--- config.mk ---
export PLATFORM = sky130hd
export DESIGN_NAME = inst_block_loader
export DESIGN_NICKNAME = d
export VERILOG_FILES = /design/src/rtl/genesys_axi_pkg.sv /design/src/rtl/axi_burst_planner.sv /design/src/rtl/inst_block_loader.sv
export SDC_FILE = /design/constraint.sdc
export NUM_CORES = 1
export LEC_CHECK = 0
export BUFFER_PORTS_ARGS = -buffer_cell sky130_fd_sc_hd__buf_2
export CELL_PAD_IN_SITES_DETAIL_PLACEMENT = 1
export CELL_PAD_IN_SITES_GLOBAL_PLACEMENT = 2
export CORE_ASPECT_RATIO = 1.2
export CORE_MARGIN = 3
export CORE_UTILIZATION = 35
export CTS_CLUSTER_DIAMETER = 200
export DETAILED_ROUTE_END_ITERATION = 6
export PLACE_DENSITY = 0.81
export SYNTH_ARGS = -nofsm -noshare
export SYNTH_HDL_FRONTEND = slang
export SYNTH_SLANG_ARGS = --single-unit
--- constraint.sdc ---
create_clock -name clk -period 20.7 [get_ports clk]
set_input_delay 1.035 -clock clk [delete_from_list [all_inputs] [get_ports clk]]
set_output_delay 1.035 -clock clk [all_outputs]
set_load 0.05 [all_outputs]
--- src/rtl/genesys_axi_pkg.sv ---
// rtl/genesys_axi_pkg.sv - AXI encodings, page size and loader state enum
package genesys_axi_pkg;

    localparam logic [1:0] AXI_BURST_INCR = 2'b01;
    localparam logic [1:0] AXI_RESP_OKAY  = 2'b00;
    localparam int         AXI_PAGE_BYTES = 4096;

    typedef enum logic [2:0] {
        LD_IDLE     = 3'd0,
        LD_ARMED    = 3'd1,
        LD_BLOCK    = 3'd2,
        LD_BLK_DONE = 3'd3,
        LD_DRAIN    = 3'd4,
        LD_FINISH   = 3'd5
    } loader_state_e;

endpackage

--- src/rtl/axi_burst_planner.sv ---
// rtl/axi_burst_planner.sv - burst length limited by MAX_BURST, beats left and the 4 KB page
module axi_burst_planner
    import genesys_axi_pkg::*;
#(
    parameter int BEAT_BYTES = 8,
    parameter int MAX_BURST  = 16
) (
    input  logic [11:0] page_offset,
    input  logic [31:0] req_left,
    output logic [8:0]  burst_len
);

    localparam int BEAT_SHIFT = $clog2(BEAT_BYTES);

    logic [12:0] page_room;
    logic [12:0] page_beats;

    always_comb begin
        page_room  = 13'(AXI_PAGE_BYTES) - {1'b0, page_offset};
        page_beats = page_room >> BEAT_SHIFT;
        burst_len  = 9'(MAX_BURST);
        if (req_left < 32'(burst_len))
            burst_len = req_left[8:0];
        // Once smaller than a len that fits in 9 bits, page_beats fits as well.
        if (page_beats < 13'(burst_len))
            burst_len = page_beats[8:0];
    end

endmodule

--- src/rtl/inst_block_loader.sv ---
// rtl/inst_block_loader.sv - AXI4 read master feeding instruction memory one block at a time
module inst_block_loader
    import genesys_axi_pkg::*;
#(
    parameter int NUM_INST_IN     = 2,
    parameter int INST_DATA_WIDTH = 32,
    parameter int INST_ADDR_WIDTH = 10,
    parameter int AXI_ADDR_WIDTH  = 64,
    parameter int MAX_BURST       = 16,
    parameter int MAX_OUTSTANDING = 2
) (
    input  logic                                   clk,
    input  logic                                   reset,
    input  logic                                   start,
    input  logic [AXI_ADDR_WIDTH-1:0]              inst_base_addr,
    input  logic [31:0]                            inst_num_beats,
    input  logic                                   genesys_done,
    input  logic                                   imem_wr_start,
    output logic                                   imem_wr_data_valid,
    output logic [NUM_INST_IN*INST_DATA_WIDTH-1:0] imem_wr_data,
    output logic                                   imem_wr_done,
    output logic                                   loader_done,
    output logic                                   rresp_err,
    output logic [AXI_ADDR_WIDTH-1:0]              m_axi_araddr,
    output logic [7:0]                             m_axi_arlen,
    output logic [2:0]                             m_axi_arsize,
    output logic [1:0]                             m_axi_arburst,
    output logic                                   m_axi_arvalid,
    input  logic                                   m_axi_arready,
    input  logic [NUM_INST_IN*INST_DATA_WIDTH-1:0] m_axi_rdata,
    input  logic [1:0]                             m_axi_rresp,
    input  logic                                   m_axi_rlast,
    input  logic                                   m_axi_rvalid,
    output logic                                   m_axi_rready
);

    localparam int DATA_W      = NUM_INST_IN * INST_DATA_WIDTH;
    localparam int BEAT_BYTES  = DATA_W / 8;
    localparam int BEAT_SHIFT  = $clog2(BEAT_BYTES);
    localparam int BLOCK_BEATS = (1 << INST_ADDR_WIDTH) / NUM_INST_IN;

    localparam logic [2:0] S_IDLE     = LD_IDLE;
    localparam logic [2:0] S_ARMED    = LD_ARMED;
    localparam logic [2:0] S_BLOCK    = LD_BLOCK;
    localparam logic [2:0] S_BLK_DONE = LD_BLK_DONE;
    localparam logic [2:0] S_DRAIN    = LD_DRAIN;
    localparam logic [2:0] S_FINISH   = LD_FINISH;

    logic [2:0]                state, next_state;
    logic [AXI_ADDR_WIDTH-1:0] addr;
    logic [31:0]               remaining;
    logic [31:0]               blk_beats;
    logic [31:0]               req_left;
    logic [31:0]               recv_left;
    logic [7:0]                outstanding, out_next;
    logic [8:0]                ar_beats;

    logic        ar_hs, r_hs, rlast_hs, issue, abort_busy;
    logic [31:0] blk_new, plan_req;
    logic [8:0]  plan_len;

    assign ar_hs      = m_axi_arvalid & m_axi_arready;
    assign r_hs       = m_axi_rvalid & m_axi_rready;
    assign rlast_hs   = r_hs & m_axi_rlast;
    assign abort_busy = (outstanding != 8'd0) || m_axi_arvalid;
    assign blk_new    = (remaining < 32'(BLOCK_BEATS)) ? remaining : 32'(BLOCK_BEATS);
    // The first burst of a block is planned in ARMED so arvalid rises one cycle after imem_wr_start.
    assign plan_req   = (state == S_ARMED) ? blk_new : req_left;

    axi_burst_planner #(
        .BEAT_BYTES(BEAT_BYTES),
        .MAX_BURST (MAX_BURST)
    ) u_planner (
        .page_offset(addr[11:0]),
        .req_left   (plan_req),
        .burst_len  (plan_len)
    );

    always_comb begin
        issue = 1'b0;
        if (!genesys_done && !m_axi_arvalid && (outstanding < 8'(MAX_OUTSTANDING))) begin
            if (state == S_ARMED && imem_wr_start)
                issue = 1'b1;
            else if (state == S_BLOCK && req_left != 32'd0)
                issue = 1'b1;
        end
    end

    always_comb begin
        out_next = outstanding;
        if (ar_hs && !rlast_hs)
            out_next = outstanding + 8'd1;
        else if (!ar_hs && rlast_hs)
            out_next = outstanding - 8'd1;
    end

    always_comb begin
        next_state = state;
        case (state)
            S_IDLE: begin
                if (start)
                    next_state = (inst_num_beats == 32'd0) ? S_FINISH : S_ARMED;
            end
            S_ARMED: begin
                if (genesys_done)
                    next_state = abort_busy ? S_DRAIN : S_FINISH;
                else if (imem_wr_start)
                    next_state = S_BLOCK;
            end
            S_BLOCK: begin
                if (genesys_done)
                    next_state = abort_busy ? S_DRAIN : S_FINISH;
                else if (r_hs && recv_left == 32'd1)
                    next_state = S_BLK_DONE;
            end
            S_BLK_DONE: begin
                if (genesys_done || remaining == blk_beats)
                    next_state = S_FINISH;
                else
                    next_state = S_ARMED;
            end
            // Wait for a still-presented AR too, so its data is not left in flight.
            S_DRAIN: begin
                if (outstanding == 8'd0 && !m_axi_arvalid)
                    next_state = S_FINISH;
            end
            S_FINISH: next_state = S_IDLE;
            default:  next_state = S_IDLE;
        endcase
    end

    always_ff @(posedge clk or posedge reset) begin
        if (reset) begin
            state              <= S_IDLE;
            addr               <= '0;
            remaining          <= '0;
            blk_beats          <= '0;
            req_left           <= '0;
            recv_left          <= '0;
            outstanding        <= '0;
            ar_beats           <= '0;
            imem_wr_data_valid <= 1'b0;
            imem_wr_data       <= '0;
            imem_wr_done       <= 1'b0;
            loader_done        <= 1'b0;
            rresp_err          <= 1'b0;
            m_axi_araddr       <= '0;
            m_axi_arlen        <= '0;
            m_axi_arsize       <= '0;
            m_axi_arburst      <= '0;
            m_axi_arvalid      <= 1'b0;
            m_axi_rready       <= 1'b0;
        end else begin
            state              <= next_state;
            outstanding        <= out_next;
            imem_wr_data_valid <= 1'b0;
            imem_wr_done       <= 1'b0;
            loader_done        <= 1'b0;
            m_axi_rready       <= (next_state == S_BLOCK) || (next_state == S_DRAIN);

            case (state)
                S_IDLE: begin
                    if (start) begin
                        addr      <= inst_base_addr;
                        remaining <= inst_num_beats;
                        rresp_err <= 1'b0;
                    end
                end
                S_ARMED: begin
                    if (imem_wr_start && !genesys_done) begin
                        blk_beats <= blk_new;
                        req_left  <= blk_new;
                        recv_left <= blk_new;
                    end
                end
                S_BLK_DONE: begin
                    imem_wr_done <= 1'b1;
                    remaining    <= remaining - blk_beats;
                end
                S_FINISH: loader_done <= 1'b1;
                default: ;
            endcase

            if (issue) begin
                m_axi_arvalid <= 1'b1;
                m_axi_araddr  <= addr;
                m_axi_arlen   <= 8'(plan_len - 9'd1);
                m_axi_arsize  <= 3'(BEAT_SHIFT);
                m_axi_arburst <= AXI_BURST_INCR;
                ar_beats      <= plan_len;
            end else if (ar_hs) begin
                m_axi_arvalid <= 1'b0;
                addr          <= addr + (AXI_ADDR_WIDTH'(ar_beats) << BEAT_SHIFT);
                req_left      <= req_left - 32'(ar_beats);
            end

            if (r_hs) begin
                if (m_axi_rresp != AXI_RESP_OKAY)
                    rresp_err <= 1'b1;
                if (state == S_BLOCK) begin
                    imem_wr_data       <= m_axi_rdata;
                    imem_wr_data_valid <= 1'b1;
                    recv_left          <= recv_left - 32'd1;
                end
            end
        end
    end

endmodule

# Word level (Yosys, flattened, before mapping)
# Index checks and enable logic that the tools add are counted.
op_classes:
  n_mux: 43
  n_eq_ne: 10
  n_reduce_logical: 28
  bitwise_logic: 3
  addsub: 8
  magnitude_cmp: 4
ops:
  columns: ["operator", "n"]
  rows:
  - ["$mux 32", 11]
  - ["$mux 64", 4]
  - ["$add 64x12->64", 1]
  - ["$pmux 32 s2", 1]
  - ["$eq 32x1->1 const B", 1]
  - ["$eq 32x32->1", 1]
  - ["$logic_not 32->1", 1]
  - ["$lt 32x10->1 const B", 1]
  - ["$lt 32x5->1 const B", 1]
  - ["$reduce_bool 32->1", 1]
  - ["$sub 32x1->32 const B", 1]
  - ["$sub 32x32->32", 1]
  - ["$sub 32x9->32", 1]
  - ["$mux 3", 8]
  - ["$mux 9", 2]
  - ["$mux 8", 2]
  - ["$sub 8x1->8 const B", 2]
  - ["$pmux 3 s5", 1]
  - ["$mux 1", 14]
  - ["$sub 13x12->13 const A", 1]
  - ["$lt 10x9->1", 1]
  - ["$eq 3x2->1 const B", 3]
  - ["$eq 3x3->1 const B", 3]
  - ["$logic_and 1x1->1", 9]
  - ["12 further kinds", 24]
totals:
  word_cells: 115
  reg_bits: 356
  out_inout_bits: 147

# Depth between registers and ports, before layout
logic_depth:
  depth_word: 8
  depth_mapped: 22
  ltp_nobuf: 20

# Modules after synthesis
# From an unflattened synthesis, not the netlist that was laid out.
hier_totals:
  hier_cells: 2172
  hier_area_um2: 19522.5
modules_own_cells:
  columns: ["mod", "instances", "seq_area_each_um2", "area_each_um2", "cells_per_inst"]
  rows:
  - ["inst_block_loader", 1, 8883.5, 18945.7, 2098]
  - ["axi_burst_planner", 1, 0.0, 576.8, 74]

# Worst setup path before layout
# No wires, ideal clock.
synth_path:
  path_type: "flip-flop to flip-flop"
  from: "reg req_left[20]"
  to: "reg m_axi_arlen[4]"
  setup_time_ns: 0.130
  arrival_ns: 4.505
  slack_ns: 16.066
  n_path_buf: 2
  stages_incl_launch_ff: 22
  cell_sequence: "dfrtp_1 > or4_1 > buf_2 > nor3_4 > and3_1 > a21oi_1 > a21oi_1 > inv_1 > ha_1 > or3_1 > nor4_1 > a221oi_2 > a211oi_4 > buf_4 > nor2_1 > a21oi_1 > ha_1 > o21ai_0 > or2_2 > nand2_1 > xor2_1 > o21ai_1"
synth_via:
  elab_chain_cells: 6
synth_rtl:
  columns: ["element", "line", "rtl"]
  rows:
  - ["from (decl)", "inst_block_loader.sv:53", "logic [31:0] req_left;"]
  - ["from (signal assigned)", "inst_block_loader.sv:172", "req_left <= blk_new;"]
  - ["from (signal assigned)", "inst_block_loader.sv:194", "req_left <= req_left - 32'(ar_beats);"]
  - ["$mux 32", "inst_block_loader.sv:68", "assign plan_req = (state == S_ARMED) ? blk_new : req_left;"]
  - ["$lt 32x5->1", "axi_burst_planner.sv:22", "if (req_left < 32'(burst_len))"]
  - ["$mux 9", "axi_burst_planner.sv:22", null]
  - ["$lt 10x9->1", "axi_burst_planner.sv:25", "if (page_beats < 13'(burst_len))"]
  - ["$mux 9", "axi_burst_planner.sv:25", null]
  - ["$sub 8x1->8", "inst_block_loader.sv:187", "m_axi_arlen <= 8'(plan_len - 9'd1);"]
  - ["to (signal assigned)", "inst_block_loader.sv:187", null]
  - ["to (decl)", "inst_block_loader.sv:25", "output logic [7:0] m_axi_arlen,"]
# Several ways; a longest one is shown, not always the timed one.
# A chain may end at the register's enable or synchronous reset.

# Worst setup path after layout
layout_path:
  from: "reg req_left[20]"
  to: "reg m_axi_arlen[6]"
# The elaborated chain is that of the path after synthesis.

==> parameters.txt <==
Parameter                              Value

Flow run
  Max cap viols    0

Min path
  Hold path startpoint    m_axi_araddr[52]
  Classification of the worst-slack hold path    reg -> reg

Die
  Count of standard-cell rows    92
  Die Footprint    56500 µm²
  Chip width    218 µm
  # IOs    317
  Core Footprint    52800 µm²
  Starting density of the core    35.6%
  Height of the die    260 µm

STA
  Share of the clock period used by the worst path after layout    27.3%
  Maximum operating frequency    0.177 GHz
  Tightest hold margin    466 ps
  Worst slew margin    25.1%
  Final slew viol count    0
  Setup TNS    0 ps
  Slew at the pin closest to its max-slew limit    1120 ps
  Post-layout min period    5640 ps
  Clock tree skew after final layout    18.5 ps
  RSZ-0062 raised after global routing    false
  Finish-stage setup viols    0
  Hold Violations, Final    0
  Worst path setup slack after routing    15060 ps

Power
  Logic pwr share    49.8%
  Peak supply drop    0.0747 mV
  Part of the total power dissipated in sequential elements    30.6%
  Clock group share of total power    19.5%
  Proportion of total power due to net switching    47.4%
  Leakage power    11.0 nW
  Power dissipated by switching net loads    1.89 mW
  Int Pwr    2.09 mW
  Total power    3.98 mW
  Power per cell area    177 nW/µm²

Clock tree
  Clock sink count    355
  Number of buffers created by CTS    42
  Largest buffer count on any clock path    3
  Cell at the root of the clock tree    clkbuf_16
  Hold buffers post-CTS    0
  H-tree level count    2
  Clock input transition at the sequential cells of the worst setup and hold paths    60 ps
  CTS resizes    0
  Total setup buffers inserted after CTS    0
  Clock insertion delay at the later pin of the skew report    570 ps
  TritonCTS clock tree    built

Finish
  Area growth syn-to-layout    19.6%
  Leading cell type in the layout, fill and taps excluded    nand2_1
  Number of nets at the end of the flow    2722
  Final cell utilization of the core    42.5%
  Ratio of cells with drive above 1 in the final layout    17.2%
  Most frequent cells in the layout    599 x nand2_1, 355 x dfrtp_1, 314 x buf_2, 165 x nor2_1, 138 x o21ai_0

Setup path
  Critical path data arrival time    6110 ps
  Setup crit end kind    flop
  Critical path startpoint    req_left[20]
  Maximum fanout encountered on the critical timing path    18
  Worst Setup Start Kind    flop
  Startpoint of the worst-slack reg-to-reg timing path    req_left[20]
  Start-to-end type of the worst setup path    reg -> reg
  Required time reported for the critical path endpoint    21170 ps

Routing
  Drt total wl    63400 µm
  Number of nets with antenna violations after routing    0
  Violation count after the first detailed-routing iteration    714
  Average vias per placed instance    5.35
  Total DRC errors in the routed layout    0
  WL/cell    19.7 µm
  Vias    17226
  Total iterations of the first detailed-routing run    5

Global routing
  Grt ovf    0
  Global-route wire length before repair    102000 µm
  Via count of the first global-routing pass    18549
  GRT Resource Usage Total    22.4%
  Pin count of the biggest net entering global routing    109
  Initial antenna violation count    11

Synthesis
  Count of distinct cell types in the synthesized netlist    73
  Post-synth top flop    dfrtp_1
  Largest area contributor in the synthesized netlist    dfrtp_1
  Post-Syn Instances    2208
  Share of the yosys chip area belonging to registers    47.3%
  Area contributors post-synth    dfrtp_1 47%, nand2_1 12%, ha_1 4.4%, o21ai_0 3.7%, nor2_1 3.4%
  Post-Synthesis Cell Area    18800 µm²
  Number of synthesized flops with an enable pin    0
  Warning count from the yosys run    0
  Asr flop ratio synth    100%
  Syn_area_per_cell    8.51 µm²
  Post-synthesis sequential element count    355
  Post-synth top area share    47.3%

Run status
  Outcome    finished, final reports clean

Placed design
  Final GP Congestion    0.807
  Pre-CTS setup slack    15090 ps
  DP HPWL    45000 µm
  Count of buffers inserted at the top-level ports    314
## area by class of cell
class	instances	area, µm²
Antenna cell	3	7.51
Clock buffer	61	1200
Clock inverter	15	215
Fill cell	6341	30400
Inverter	76	293
Multi-Input combinational cell	1673	9270
Sequential cell	355	8880
Tap cell	705	882
Timing Repair Buffer	334	1720
## final timing paths
path,slack (ps),cells after the start,to
max in group asynchronous,17730,4,imem_wr_data[10]
setup / recovery,15060,19,m_axi_arlen[6]
setup reg to reg,15060,19,m_axi_arlen[6]
hold reg to reg,470,2,m_axi_araddr[52]
min in group asynchronous,640,2,outstanding[1]
hold / removal,470,2,m_axi_araddr[52]
## through the flow
stage | instance area (µm²) | instances
2_1_floorplan | 18800 | 2212
3_3_place_gp | 21000 | 3143
3_5_place_dp | 21000 | 3143
4_1_cts | 22500 | 3219
5_1_grt | 22500 | 3222
6_report | 22500 | 3222
## cell families after synthesis
| group | Yosys count | share of synthesized area [%] |
|---|---|---|
| simple gates | 1041 | 24.3 |
| compound gates | 486 | 16.4 |
| flops | 355 | 47.3 |
| buf+inv | 184 | 3.79 |
| fa+ha+maj | 70 | 4.82 |
| xor+xnor | 56 | 2.61 |
| mux | 14 | 0.766 |
| other cells | 2 | 0.0400 |
## state kept, by name, indices dropped and copies added, names as in the netlist
register and count:
imem_wr_data 64, imem_wr_data_valid 1, ar_beats 9, addr 64, m_axi_arlen 8, m_axi_rready 1
req_left 32, blk_beats 32, remaining 32, m_axi_araddr 64, outstanding 8, recv_left 32
m_axi_arvalid 1, imem_wr_done 1, state 3, m_axi_arsize 1, rresp_err 1, loader_done 1
## power by group through the flow
stage / registers, mW / logic (mW) / clock network, mW
after floorplan: 1.54 / 1.12 / 0
after global placement: 1.21 / 1.94 / 0
after detailed placement: 1.23 / 1.99 / 0
after CTS: 1.22 / 2.00 / 0.798
after global routing: 1.26 / 2.20 / 0.827
final: 1.22 / 1.98 / 0.777
## Yosys cell counts, types with 36 or more instances
| master | instances |
|---|---|
| xnor2_1 | 36 |
| nand2_1 | 601 |
| a31oi_1 | 43 |
| inv_1 | 75 |
| dfrtp_1 | 355 |
| o21ai_0 | 138 |
| nor2_1 | 168 |
| nand3_1 | 39 |
| ha_1 | 66 |
| a21oi_1 | 111 |
| nor3_1 | 55 |
| clkbuf_1 | 97 |
| a211oi_1 | 39 |
## worst max-delay path, stage by stage, from the launching register on
cell and delay [ps]:
dfrtp_1 400, or4_1 680, nor3_4 420, and3_1 370, a21oi_1 150, a21oi_1 270, inv_1 100, ha_1 220
or3_1 390, nor4_1 300, a221oi_2 150, a211oi_4 710, nor2_1 110, a21oi_1 200, ha_1 290, o21ai_0 100
or2_2 290, o31ai_1 70, a21oi_1 120, a21oi_1 190
## layer usage
metal  global-route usage [%]  wire [µm]  up-vias
met5                        0         98        -
met1                     27.8      27100     8608
met4                     6.76       1750       14
met2                     39.0      31400      298
met3                     5.07       3100      114
li1                         -          -     8192
No activity file was read; power rests on OpenSTA's default activity.
